<file path="src/rtl/prim_reqack_src_queue_if.sv">
// prim_reqack_src_queue_if: bundles the upstream valid/ready stream, the REQ/ACK
// pair towards the synchronizer and the status outputs of prim_reqack_src_queue.
//
// Signals:
//   in_valid  upstream word valid             (master -> slave)
//   in_ready  queue can accept a word          (slave -> master)
//   in_data   upstream word, Width bits        (master -> slave)
//   src_req   REQ to synchronizer              (slave -> master)
//   src_ack   one-cycle ACK from synchronizer  (master -> slave)
//   data      word under handshake             (slave -> master)
//   depth     entries held incl. in-flight     (slave -> master)
//   err       sticky stray-ACK flag            (slave -> master)
//
// The slave modport is the queue itself; master is its environment.

interface prim_reqack_src_queue_if #(
    parameter int unsigned Width = 8,
    parameter int unsigned Depth = 2
);
    localparam int unsigned DepthW = $clog2(Depth + 1);

    logic              in_valid;
    logic              in_ready;
    logic [Width-1:0]  in_data;
    logic              src_req;
    logic              src_ack;
    logic [Width-1:0]  data;
    logic [DepthW-1:0] depth;
    logic              err;

    modport slave (
        input  in_valid,
        input  in_data,
        input  src_ack,
        output in_ready,
        output src_req,
        output data,
        output depth,
        output err
    );

    modport master (
        output in_valid,
        output in_data,
        output src_ack,
        input  in_ready,
        input  src_req,
        input  data,
        input  depth,
        input  err
    );
endinterface

</file>
<file path="src/rtl/prim_reqack_src_queue.sv">
// prim_reqack_src_queue: SRC-domain front end for the REQ/ACK data synchronizer.
// Words arrive on a valid/ready stream, are buffered in a Depth-entry FIFO and
// each one is sent with its own REQ/ACK handshake. The head word is presented on
// data while REQ is high and cannot change until the ACK cycle, so the data-hold
// rule of the synchronizer holds without any extra capture register.
//
// Ports:
//   clk_i   SRC-domain clock
//   rst_i   synchronous, active-high reset
//   bus_if  slave modport of prim_reqack_src_queue_if
//           (in_valid/in_ready/in_data, src_req/src_ack, data, depth, err)

module prim_reqack_src_queue #(
    parameter int unsigned Width = 8,
    parameter int unsigned Depth = 2
) (
    input logic                     clk_i,
    input logic                     rst_i,
    prim_reqack_src_queue_if.slave  bus_if
);

    localparam int unsigned CntW = $clog2(Depth + 1);
    localparam int unsigned PtrW = (Depth > 1) ? $clog2(Depth) : 1;
    localparam logic [PtrW-1:0] PtrMax = PtrW'(Depth - 1);
    localparam logic [CntW-1:0] CntMax = CntW'(Depth);

    typedef enum logic [0:0] {StIdle, StReq} state_e;

    state_e           state_q, state_d;
    logic [Width-1:0] mem_q [Depth];
    logic [PtrW-1:0]  wr_ptr_q, wr_ptr_d;
    logic [PtrW-1:0]  rd_ptr_q, rd_ptr_d;
    logic [CntW-1:0]  count_q, count_d;
    logic             err_q, err_d;

    logic full;
    logic push;
    logic pop;

    // Explicit wrap so non-power-of-two depths work.
    function automatic logic [PtrW-1:0] ptr_inc(input logic [PtrW-1:0] p);
        return (p == PtrMax) ? '0 : p + 1'b1;
    endfunction

    assign full = (count_q == CntMax);
    assign push = bus_if.in_valid & ~full;
    assign pop  = (state_q == StReq) & bus_if.src_ack;

    // Ready depends on count only; a slot freed by an ACK shows up next cycle.
    assign bus_if.in_ready = ~full;
    assign bus_if.depth    = count_q;
    assign bus_if.err      = err_q;

    // FIFO bookkeeping
    always_comb begin
        wr_ptr_d = wr_ptr_q;
        rd_ptr_d = rd_ptr_q;
        count_d  = count_q;
        if (push) begin
            wr_ptr_d = ptr_inc(wr_ptr_q);
        end
        if (pop) begin
            rd_ptr_d = ptr_inc(rd_ptr_q);
        end
        if (push && !pop) begin
            count_d = count_q + 1'b1;
        end else if (!push && pop) begin
            count_d = count_q - 1'b1;
        end
    end

    // A stray ACK has no word to retire; flag it until reset.
    always_comb begin
        err_d = err_q;
        if (bus_if.src_ack && (state_q == StIdle)) begin
            err_d = 1'b1;
        end
    end

    // FSM: state register
    always_ff @(posedge clk_i) begin
        if (rst_i) begin
            state_q <= StIdle;
        end else begin
            state_q <= state_d;
        end
    end

    // FSM: next state
    always_comb begin
        state_d = state_q;
        unique case (state_q)
            StIdle: begin
                if ((count_q != '0) || push) begin
                    state_d = StReq;
                end
            end
            StReq: begin
                // count_d already folds in pop and any same-cycle push, so REQ
                // stays high back-to-back while anything remains queued.
                if (pop && (count_d == '0)) begin
                    state_d = StIdle;
                end
            end
            default: state_d = StIdle;
        endcase
    end

    // FSM: outputs
    always_comb begin
        bus_if.src_req = 1'b0;
        bus_if.data    = '0;
        if (state_q == StReq) begin
            bus_if.src_req = 1'b1;
            bus_if.data    = mem_q[rd_ptr_q];
        end
    end

    always_ff @(posedge clk_i) begin
        if (rst_i) begin
            wr_ptr_q <= '0;
            rd_ptr_q <= '0;
            count_q  <= '0;
            err_q    <= 1'b0;
        end else begin
            wr_ptr_q <= wr_ptr_d;
            rd_ptr_q <= rd_ptr_d;
            count_q  <= count_d;
            err_q    <= err_d;
        end
    end

    // Storage is not reset; only valid entries are ever read.
    always_ff @(posedge clk_i) begin
        if (push) begin
            mem_q[wr_ptr_q] <= bus_if.in_data;
        end
    end

    // While a handshake is open the presented word must not move. A write can
    // never land on rd_ptr here because that would require a full queue.
    a_data_stable: assert property (@(posedge clk_i)
        (!rst_i && bus_if.src_req && !bus_if.src_ack) |=> $stable(bus_if.data));

    a_no_push_full: assert property (@(posedge clk_i) disable iff (rst_i)
        !bus_if.in_ready |-> !push);

    a_count_bound: assert property (@(posedge clk_i) disable iff (rst_i)
        count_q <= CntMax);

endmodule
</file>
<file path="src/flat_wrapper.sv">
// flat-port wrapper written by rule: the top's interface ports become plain ports
module prim_reqack_src_queue_flat 
#(
    parameter int unsigned Width = 8,
    parameter int unsigned Depth = 2
)
  (clk_i, rst_i, bus_if_in_valid, bus_if_in_data, bus_if_src_ack, bus_if_in_ready, bus_if_src_req, bus_if_data, bus_if_depth, bus_if_err);
  prim_reqack_src_queue_if #(.Width(Width), .Depth(Depth)) bus_if_i ();
  input logic clk_i;
  input logic rst_i;
  input wire logic [$bits(bus_if_i.in_valid)-1:0] bus_if_in_valid;
  input wire logic [$bits(bus_if_i.in_data)-1:0] bus_if_in_data;
  input wire logic [$bits(bus_if_i.src_ack)-1:0] bus_if_src_ack;
  output wire logic [$bits(bus_if_i.in_ready)-1:0] bus_if_in_ready;
  output wire logic [$bits(bus_if_i.src_req)-1:0] bus_if_src_req;
  output wire logic [$bits(bus_if_i.data)-1:0] bus_if_data;
  output wire logic [$bits(bus_if_i.depth)-1:0] bus_if_depth;
  output wire logic [$bits(bus_if_i.err)-1:0] bus_if_err;
  assign bus_if_i.in_valid = bus_if_in_valid;
  assign bus_if_i.in_data = bus_if_in_data;
  assign bus_if_i.src_ack = bus_if_src_ack;
  assign bus_if_in_ready = bus_if_i.in_ready;
  assign bus_if_src_req = bus_if_i.src_req;
  assign bus_if_data = bus_if_i.data;
  assign bus_if_depth = bus_if_i.depth;
  assign bus_if_err = bus_if_i.err;
  prim_reqack_src_queue #(.Width(Width), .Depth(Depth)) u_core (.clk_i(clk_i), .rst_i(rst_i), .bus_if(bus_if_i));
endmodule
</file>
<file path="config.mk">
export PLATFORM = sky130hd
export DESIGN_NAME = prim_reqack_src_queue_flat
export DESIGN_NICKNAME = d
export VERILOG_FILES = /design/src/rtl/prim_reqack_src_queue_if.sv /design/src/rtl/prim_reqack_src_queue.sv /design/src/flat_wrapper.sv
export SDC_FILE = /design/constraint.sdc
export NUM_CORES = 1
export LEC_CHECK = 0
export ABC_AREA = 1
export BUFFER_PORTS_ARGS = -buffer_cell sky130_fd_sc_hd__buf_2
export CORE_ASPECT_RATIO = 1.75
export CORE_MARGIN = 4
export CORE_UTILIZATION = 40
export DETAILED_ROUTE_END_ITERATION = 8
export PLACE_DENSITY = 0.7
export SKIP_LAST_GASP = 1
export SLEW_MARGIN = 0
export SYNTH_ARGS = -nofsm -noshare
export SYNTH_HDL_FRONTEND = slang
export SYNTH_SLANG_ARGS = --single-unit
</file>
<file path="constraint.sdc">
create_clock -name clk_i -period 4.85 [get_ports clk_i]
set_clock_uncertainty 0.1 [all_clocks]
set_input_delay 0.97 -clock clk_i [delete_from_list [all_inputs] [get_ports clk_i]]
set_output_delay 0.97 -clock clk_i [all_outputs]
set_load 0.02 [all_outputs]
</file>
; Yosys cells after proc, flatten, opt, wreduce, memory -nomap -nowiden
; Memories as Yosys holds them, arrays and structs flattened. A register that Yosys moved wholly into a read port is not among the register bits.
; Cells that the tools add are included.
[word_totals]
ramBits = 16
memories = 1
register_bits = 6
latch_bits = 0
mem_bits_ro = 0
[classes]
magnitude_cmp = 0
shift = 0
multipliers = 0
n_mux = 13
n_bitwise = 4
n_eq_ne = 1
addsub = 4
div = 0
n_reduce_logical = 9
[memory_table]
columns = name, words, word_bits, rd, rd_ports_with_merged_regs, wr, line
row1 = u_core.mem_q, 2, 8, 1, 1, 1, prim_reqack_src_queue.sv:30  ; logic [Width-1:0] mem_q [Depth];
[ops]
columns = op, n
row1 = two-way mux 1 bit, 9
row2 = two-way mux 8 bit, 1
row3 = logical AND 1 bit, 4
row4 = two-way mux 2 bit, 2
row5 = "adder 1 bit, second input constant", 2
row6 = "adder 2 x 1 -> 2 bit, second input constant", 1
row7 = AND 1 bit, 2
row8 = "equality test 2 bit, second input constant", 1
row9 = logical NOT 1 bit, 2
row10 = logical NOT 2 bit, 1
row11 = inverter 1 bit, 2
row12 = one-hot mux 1 bit (2 select lines), 1
row13 = nonzero test 2 bit, 1
row14 = "subtractor 2 x 1 -> 2 bit, second input constant", 1
row15 = logical OR 1 bit, 1

; Depth between registers and ports, before layout
; Gate-level depths: netlist of run 1.
[depth]
depth_word = 11
ltp_mapped = 10
depth_no_buf = 10

; Worst setup path before layout of run 1
; OpenSTA, ideal clock, no wires.
[synth_timing]
kind = register to output
from = reg u_core.state_q
to = out bus_if_data[0]
path_slack_ns = 2.819
stages_incl_launch_ff = 4
t_arrival_ns = 0.961
cell_sequence = dfxtp_1 buf_6 o21ai_0 nor2_1
[synth_via]
elab_chain_len = 1
[synth_rtl]
columns = element, line
row1 = start: declaration, prim_reqack_src_queue.sv:29  ; state_e state_q, state_d;
row2 = start signal: assignment, prim_reqack_src_queue.sv:83  ; state_q <= StIdle;
row3 = start signal: assignment, prim_reqack_src_queue.sv:85  ; state_q <= state_d;
row4 = two-way mux 8 bit, prim_reqack_src_queue.sv:113  ; if (state_q == StReq) begin
row5 = end: declaration, flat_wrapper.sv:16  ; output wire logic [$bits(bus_if_i.data)-1:0] bus_if_data;
; No other way between the ends.

==> summary.md, run 1 <==
| Metric | Value |
|---|---|
| Max Slew Vio Count | `0` |
| Sort of element at the end of the critical path | `output pin` |
| Number of endpoints with negative hold slack in the final report | `0` |
| Avg Synthesized Cell Area | `11.1 um2` |
| IO Count | `25` |
| Cell area reported after detailed placement | `0.00109 mm2` |
| Slew HR | `53.3%` |
| Wire length of the first global-routing pass | `2.47 mm` |
| Synthesized cell area | `951 um2` |
| Kind of critical path | `flop to output pin` |
| Portion of the clock cycle consumed by the worst path in the final layout | `47.6%` |
| Number of cell rows | `23` |
| Post-synthesis net count | `100` |
| Total global routing track utilization | `10.2%` |
| Critical Path Source Type | `flop` |
| Sum of overflow across all layers after global routing | `0` |
| Slowest library cell on the worst path | `dfxtp_1` |
| Worst vdd ir | `0.220 mV` |
| Setup repair after global routing missed its margin | `no` |
| Inserted Clock Buffers | `3` |
| Area of the core | `0.00227 mm2` |
| Maximum number of pins on one net before global-route repair | `14` |
| Synthesis warning total | `0` |
| Utilization of the core after routing | `50.0%` |
| Gate family responsible for the most delay along the worst path | `flip-flops` |
| Hold WC Path Type | `flop to flop` |
| Clock tree buffer depth | `2` |
| Layout Area Growth over Synthesis | `19.6%` |
| Shortest clock period the worst path allows after layout | `2.31 ns` |
| Leakage | `0.000500 uW` |
| Reg-to-reg critical path startpoint | `u_core.bus_if.depth[0]` |
| Delay of the slowest critical-path stage | `0.46 ns` |
| Total via count after detailed routing | `643` |
| Inst Count DP | `134` |
| H-tree depth | `1` |
| Total wire length | `1.52 mm` |
| Number of gates given a new drive strength after cts | `0` |
| Vias in the first global route | `585` |
| Source-to-sink clock delay at the later pin of the worst-skew pair | `0.25 ns` |
| Max-Cap Viols | `0` |
| Number of inserted filler cells in the final layout | `216` |
| Post-detailed-route wirelength per cell | `11.0 um` |
| Number of setup buffers added after CTS | `0` |
| Die extent in x | `44.9 um` |
| Diode insertion count for antenna repair | `0` |
| Remaining routing DRC violations | `0` |
| TritonCTS clock tree | `yes` |
| Setup total negative slack | `0 ns` |
| Placer Congestion | `0.762` |
| Placed wire-length estimate | `1.28 mm` |
| Vias per std cell | `4.66` |
| Cell Chain, Critical Path | `inv_1 > nor2_1 > nor2_1 > buf_2` |
| Multi-input logic area | `287 um2` |
| Initial antenna violation count | `0` |
| Worst path arrival time | `1.24 ns` |
| Buffer and inverter count on the worst path | `2` |
| Number of antenna-violating nets in the routed design | `0` |
| Maximum fanout count along the critical path | `9` |
| Worst path required time | `3.78 ns` |
| Starting Density | `41.8%` |
| Synthesized instance count | `86` |
| Part of the Yosys area used for sequential elements | `65.3%` |
| Hold path start | `u_core.bus_if.err` |
| Fraction of layout instances using a drive strength above 1 | `36.3%` |
| Total Die Area | `0.00325 mm2` |
| Library cells used by synthesis | `21` |
| Power Density | `387 mW/mm2` |
| Post-route insts no fill | `138` |
| Status | `complete, no violations` |
| Maximum clock rate | `434 MHz` |
| Actual transition at the worst max-transition pin | `0.698 ns` |
| Clk Tree Root Cell | `clkbuf_8` |
| Post-CTS clock slew at the launch and capture registers of the worst setup and hold paths | `0.08 ns` |
| Post-layout instance area | `0.00114 mm2` |
| NumNets Final | `128` |
| 1st-iter DRT viols | `11` |
| DR pass1 iterations | `4` |
| Die height | `72.5 um` |
| Clk sink count | `23` |
| Number of synthesized register bits | `23` |
| Total of buffers placed on input and output ports | `24` |
| Area occupied by registers | `621 um2` |
| Most frequent cell on the critical path | `nor2_1` |
| Total of endpoints with negative setup slack in the final report | `0` |
| Quantity of hold-fixing buffers added after cts | `0` |
## per-layer routing
layer,vias to the layer above,wire [um],track usage [%],share of wire [%]
met5,-,0,0,0
met4,0,16,3.91,1.1
met3,2,90,1.49,5.9
li1,343,-,-,-
met1,282,557,11.5,37
met2,16,858,18.6,56
## area by class of cell
class	instances	area share [%]
clock buffers	3	3.63
inverters	8	2.86
repair buffers	24	10.6
well taps	25	2.75
clock inverters	1	0.440
multi-input cells	54	25.2
flip-flops and latches	23	54.6
## flip-flops by register name, indices dropped and copies added, names as in the netlist, named ones only
signal / flops
u_core.mem_q: 16
u_core.bus_if.depth: 2
u_core.bus_if.err: 1
u_core.rd_ptr_q: 1
u_core.state_q: 1
u_core.wr_ptr_q: 1
## power breakdown
| part | internal [uW] | switching, uW | total (uW) |
|---|---|---|---|
| clock network | 56.9 | 50.7 | 108 |
| registers | 230 | 11.7 | 241 |
| logic | 31.4 | 60.1 | 91.5 |
| total | 318 | 122 | 440 |
## cell usage in the layout (no fill, tap or decap), drive strengths merged
master   n
inv      8
ha       2
nor3     1
clkinv   1
clkbuf   3
buf     24
o211ai   1
a31o     1
nor2    25
xor2     1
o21ai    9
a21oi    3
nand3    2
edfxtp  16
dfxtp    7
nand2    9
## cell families after synthesis
family | after synthesis | synth area share (%)
AND/OR/NAND/NOR | 37 | 18.2
XOR/XNOR | 1 | 0.921
AO/OA/AOI/OAI | 14 | 8.42
buffers and inverters | 9 | 4.61
flip-flops | 23 | 65.3
adder cells (fa/ha/maj) | 2 | 2.63
## per-stage QoR
stage	hold WS [ns]	worst slack (ns)	power, uW
6_report	0.384	2.54	440
3_3_place_gp	0.351	2.68	336
2_1_floorplan	0.372	2.82	310
3_5_place_dp	0.357	2.62	339
4_1_cts	0.378	2.52	447
5_1_grt	0.414	2.39	467
## final timing paths
kind | endpoint | slack [ns] | depth (start not counted)
worst min register to register | u_core.bus_if.err | 0.38 | 2
worst min-delay path | u_core.bus_if.err | 0.38 | 2
worst max register to register | u_core.mem_q[1][2] | 3.01 | 5
worst max-delay path | bus_if_data[6] | 2.54 | 4
## cells in the mapped netlist
cell | instances | share of area [%]
nand3_1 | 2 | 1.1
inv_2 | 2 | 0.79
o211ai_1 | 1 | 0.79
edfxtp_1 | 16 | 51
inv_1 | 5 | 2.0
dfxtp_1 | 7 | 15
a21oi_1 | 2 | 1.1
xor2_1 | 1 | 0.92
nand2_2 | 5 | 3.3
inv_4 | 1 | 0.66
a21oi_2 | 1 | 0.92
a31o_2 | 1 | 0.92
nor2_2 | 1 | 0.66
o21ai_0 | 8 | 4.2
o21ai_1 | 1 | 0.53
nand2_1 | 2 | 0.79
nor2_1 | 24 | 9.5
nor3_1 | 1 | 0.53
buf_6 | 1 | 1.2
ha_1 | 2 | 2.6
nand2_4 | 2 | 2.4
## worst min-delay path, cell delays in order, from the launching register on
cell and delay, ns:
dfxtp_1 0.33, a21oi_1 0.04, nor2_1 0.08
Power figures use the tool's default switching activity.
==> inputs of run 2 (changes only) <==
--- a/config.mk
+++ b/config.mk
@@ -5,7 +5,7 @@
 export SDC_FILE = /design/constraint.sdc
 export NUM_CORES = 1
 export LEC_CHECK = 0
-export ABC_AREA = 1
+export ABC_AREA = 0
 export BUFFER_PORTS_ARGS = -buffer_cell sky130_fd_sc_hd__buf_2
 export CORE_ASPECT_RATIO = 1.75
 export CORE_MARGIN = 4
==> constraint.sdc (replaced) <==
create_clock -name clk_i -period 2.35 [get_ports clk_i]
set_clock_uncertainty 0.1 [all_clocks]
set_input_delay 0.47 -clock clk_i [delete_from_list [all_inputs] [get_ports clk_i]]
set_output_delay 0.47 -clock clk_i [all_outputs]
set_load 0.02 [all_outputs]
==> run 2 against run 1 <==
  * Utilization grew 0.61 points
  * Die area did not move
  * Area after synthesis unchanged
  * Sequential power increased by 140%
  * Count of clock-buffer cells in the layout stayed put
  * Non-clock buffer count is 1 higher
  * Synthesized cell count shrank 20%
  * Cell count down 12%
  * Total power rose to 2.9 times the previous value
  * Largest power group unchanged
  * Flip-flop and latch count stayed put
==> summary.md, run 2 <==
| Metric | Value |
|---|---|
| Most instantiated library cell after synthesis | `edfxtp_1` |
| Total power draw | `1260 uW` |
| Status | `complete, no violations` |
| Area fraction in and, or, nand and nor cells after synthesis | `10.1%` |
| Total global routing track utilization | `11.3%` |
| Total wire length | `1.60 mm` |
| Setup repair after global routing missed its margin | `no` |
| Leakage | `0.000478 uW` |
| Clk Tree Root Cell | `clkbuf_8` |
| Multiplexer area fraction after synthesis | `8.42%` |
| Actual transition at the worst max-transition pin | `0.423 ns` |
| Number of cell rows | `23` |
| Part of the Yosys area used for sequential elements | `65.3%` |
| Xor and xnor area share after synthesis | `4.21%` |
| Placer Congestion | `0.650` |
| Pre-CTS worst setup slack | `0.694 ns` |
| Synthesized instance count | `69` |
| Die height | `72.5 um` |
| Synth top cells by count | `edfxtp_1 (16), nor2_1 (14), mux2i_1 (8), dfxtp_1 (7), inv_1 (3)` |
| Source-to-sink clock delay at the later pin of the worst-skew pair | `0.26 ns` |
| Clock tree buffer depth | `2` |
| Max-Cap Viols | `0` |
| Worst path required time | `1.78 ns` |
| Number of endpoints with negative hold slack in the final report | `0` |
| Gate family responsible for the most delay along the worst path | `flip-flops` |
| Main combinational cell family by area after synthesis | `simple AND/OR/NAND/NOR gates` |
| Commonest cells after routing, fill and taps aside | `buf_2 (24), edfxtp_1 (16), nor2_1 (14)` |
| Fraction of layout instances using a drive strength above 1 | `37.1%` |
| Most common flop cell mapped by yosys | `edfxtp_1` |
| Worst-case setup margin in the final layout | `0.475 ns` |
| Max Slew Vio Count | `0` |
| Total via count after detailed routing | `619` |
| Post-detailed-route wirelength per cell | `13.1 um` |
| Utilization of the core after routing | `50.6%` |
| 1st-iter DRT viols | `15` |
| Initial antenna violation count | `0` |
| Worst vdd ir | `0.666 mV` |
| Synthesized cell area | `951 um2` |
| NumNets Final | `112` |
| Wire length of the first global-routing pass | `2.64 mm` |
| Vias per std cell | `5.07` |
| Remaining routing DRC violations | `0` |
| Area fraction in compound gates after synthesis | `7.24%` |
| Cell Chain, Critical Path | `mux2i_1 > nor2_1 > buf_2` |
| H-tree depth | `1` |
| Clk sink count | `23` |
| Area of the core | `0.00227 mm2` |
| Maximum number of pins on one net before global-route repair | `14` |
| Most common cell after layout, fill and taps aside | `buf_2` |
| Cell type with the highest aggregate area in the netlist | `edfxtp_1` |
| Worst path arrival time | `1.31 ns` |
| Slew HR | `71.7%` |
| Power Density | `1090 mW/mm2` |
| Layout Area Growth over Synthesis | `21.1%` |
| Placed wire-length estimate | `1.28 mm` |
| Number of synthesized register bits | `23` |
| Total of endpoints with negative setup slack in the final report | `0` |
| Quantity of hold-fixing buffers added after cts | `0` |
| Flip-flop count of the largest register after layout | `16` |
| Hold WC Path Type | `primary input to flop` |
| Die extent in x | `44.9 um` |
| Sum of overflow across all layers after global routing | `0` |
| Share of flip-flops with an asynchronous set or reset | `0%` |
| Inserted Clock Buffers | `3` |
| Number of gates given a new drive strength after cts | `0` |
| Critical Path Source Type | `flop` |
| Area fraction of the dominant cell type after synthesis | `50.5%` |
| Number of enable flip-flop cells after synthesis | `16` |
| Delay of the slowest critical-path stage | `0.58 ns` |
| Maximum clock rate | `533 MHz` |
| Kind of critical path | `flop to output pin` |
| Starting Density | `41.8%` |
| Vias in the first global route | `589` |
| IO Count | `25` |
| Number of setup buffers added after CTS | `0` |
| Library cells used by synthesis | `23` |
| Setup total negative slack | `0 ns` |
| Total Die Area | `0.00325 mm2` |
| Diode insertion count for antenna repair | `0` |
| Top cells by area, synth | `edfxtp_1 (51%), dfxtp_1 (15%), mux2i_1 (8.4%), nor2_1 (5.5%), ha_1 (2.6%)` |
| Buffer and inverter count on the worst path | `1` |
| Slowest library cell on the worst path | `dfxtp_1` |
| Total of buffers placed on input and output ports | `24` |
| Worst hold-check slack | `0.292 ns` |
| Maximum fanout count along the critical path | `8` |
| Largest register by flop count | `u_core.mem_q` |
| Synthesis warning total | `0` |
| Adder and majority cell fraction of the synthesized area | `2.63%` |
| Sort of element at the end of the critical path | `output pin` |
| Portion of the clock cycle consumed by the worst path in the final layout | `79.8%` |
| TritonCTS clock tree | `yes` |
| Post-synthesis net count | `83` |
| Avg Synthesized Cell Area | `13.8 um2` |
| Number of antenna-violating nets in the routed design | `0` |
| Shortest clock period the worst path allows after layout | `1.88 ns` |
| DR pass1 iterations | `4` |
| Post-CTS clock slew at the launch and capture registers of the worst setup and hold paths | `0.08 ns` |
-- run 2: worst register-to-register path, delay by kind of cell (launching register included) --
family,cells,cell delay (ns)
and+or+nand+nor,2,0.54
buffers and inverters,1,0.09
adders and majority gates,1,0.24
DFF,1,0.39
-- run 2: cell type report --
type                    instances  area, um2
clock buffers                   3       41.3
clock inverters                 1       5.00
fillers                       206       1120
inverters                       4       15.0
multi-input cells              41        310
flip-flops and latches         23        621
well taps                      25       31.3
repair buffers                 25        128
-- run 2: final timing paths --
| check | startpoint | endpoint | slack (ns) | cells after the start |
|---|---|---|---|---|
| hold / removal | bus_if_in_data[3] | u_core.mem_q[0][3] | 0.29 | 1 |
| setup reg to reg | u_core.bus_if.depth[0] | u_core.mem_q[1][7] | 0.69 | 4 |
| hold reg to reg | u_core.bus_if.err | u_core.bus_if.err | 0.38 | 2 |
| setup / recovery | flop | bus_if_data[6] | 0.47 | 3 |
-- run 2: logic make-up after synthesis --
kind of cell / Yosys count
AOI/OAI and AO/OA: 9
xor gates and xnor gates: 3
adders and majority gates: 2
buffers and inverters: 5
DFF: 23
muxes: 8
and+or+nand+nor: 19
-- run 2: layer usage --
metal | vias up | part of all wire (%) | global-route usage, %
met1 | 288 | 37 | 12.1
met5 | - | 0 | 0
met3 | 4 | 7.3 | 3.23
li1 | 306 | - | -
met4 | 0 | 2.1 | 5.86
met2 | 21 | 54 | 19.5
-- run 2: stage by stage --
step / cell area (um2) / cells
3_3_place_gp: 1100 / 118
5_1_grt: 1150 / 122
2_1_floorplan: 951 / 69
6_report: 1150 / 122
3_5_place_dp: 1100 / 118
4_1_cts: 1150 / 122
-- run 2: power breakdown --
group          total (uW)  switching (uW)  internal, uW
registers             574            53.9           520
logic                 450             253           197
clock network         234             116           118
total                1260             423           835
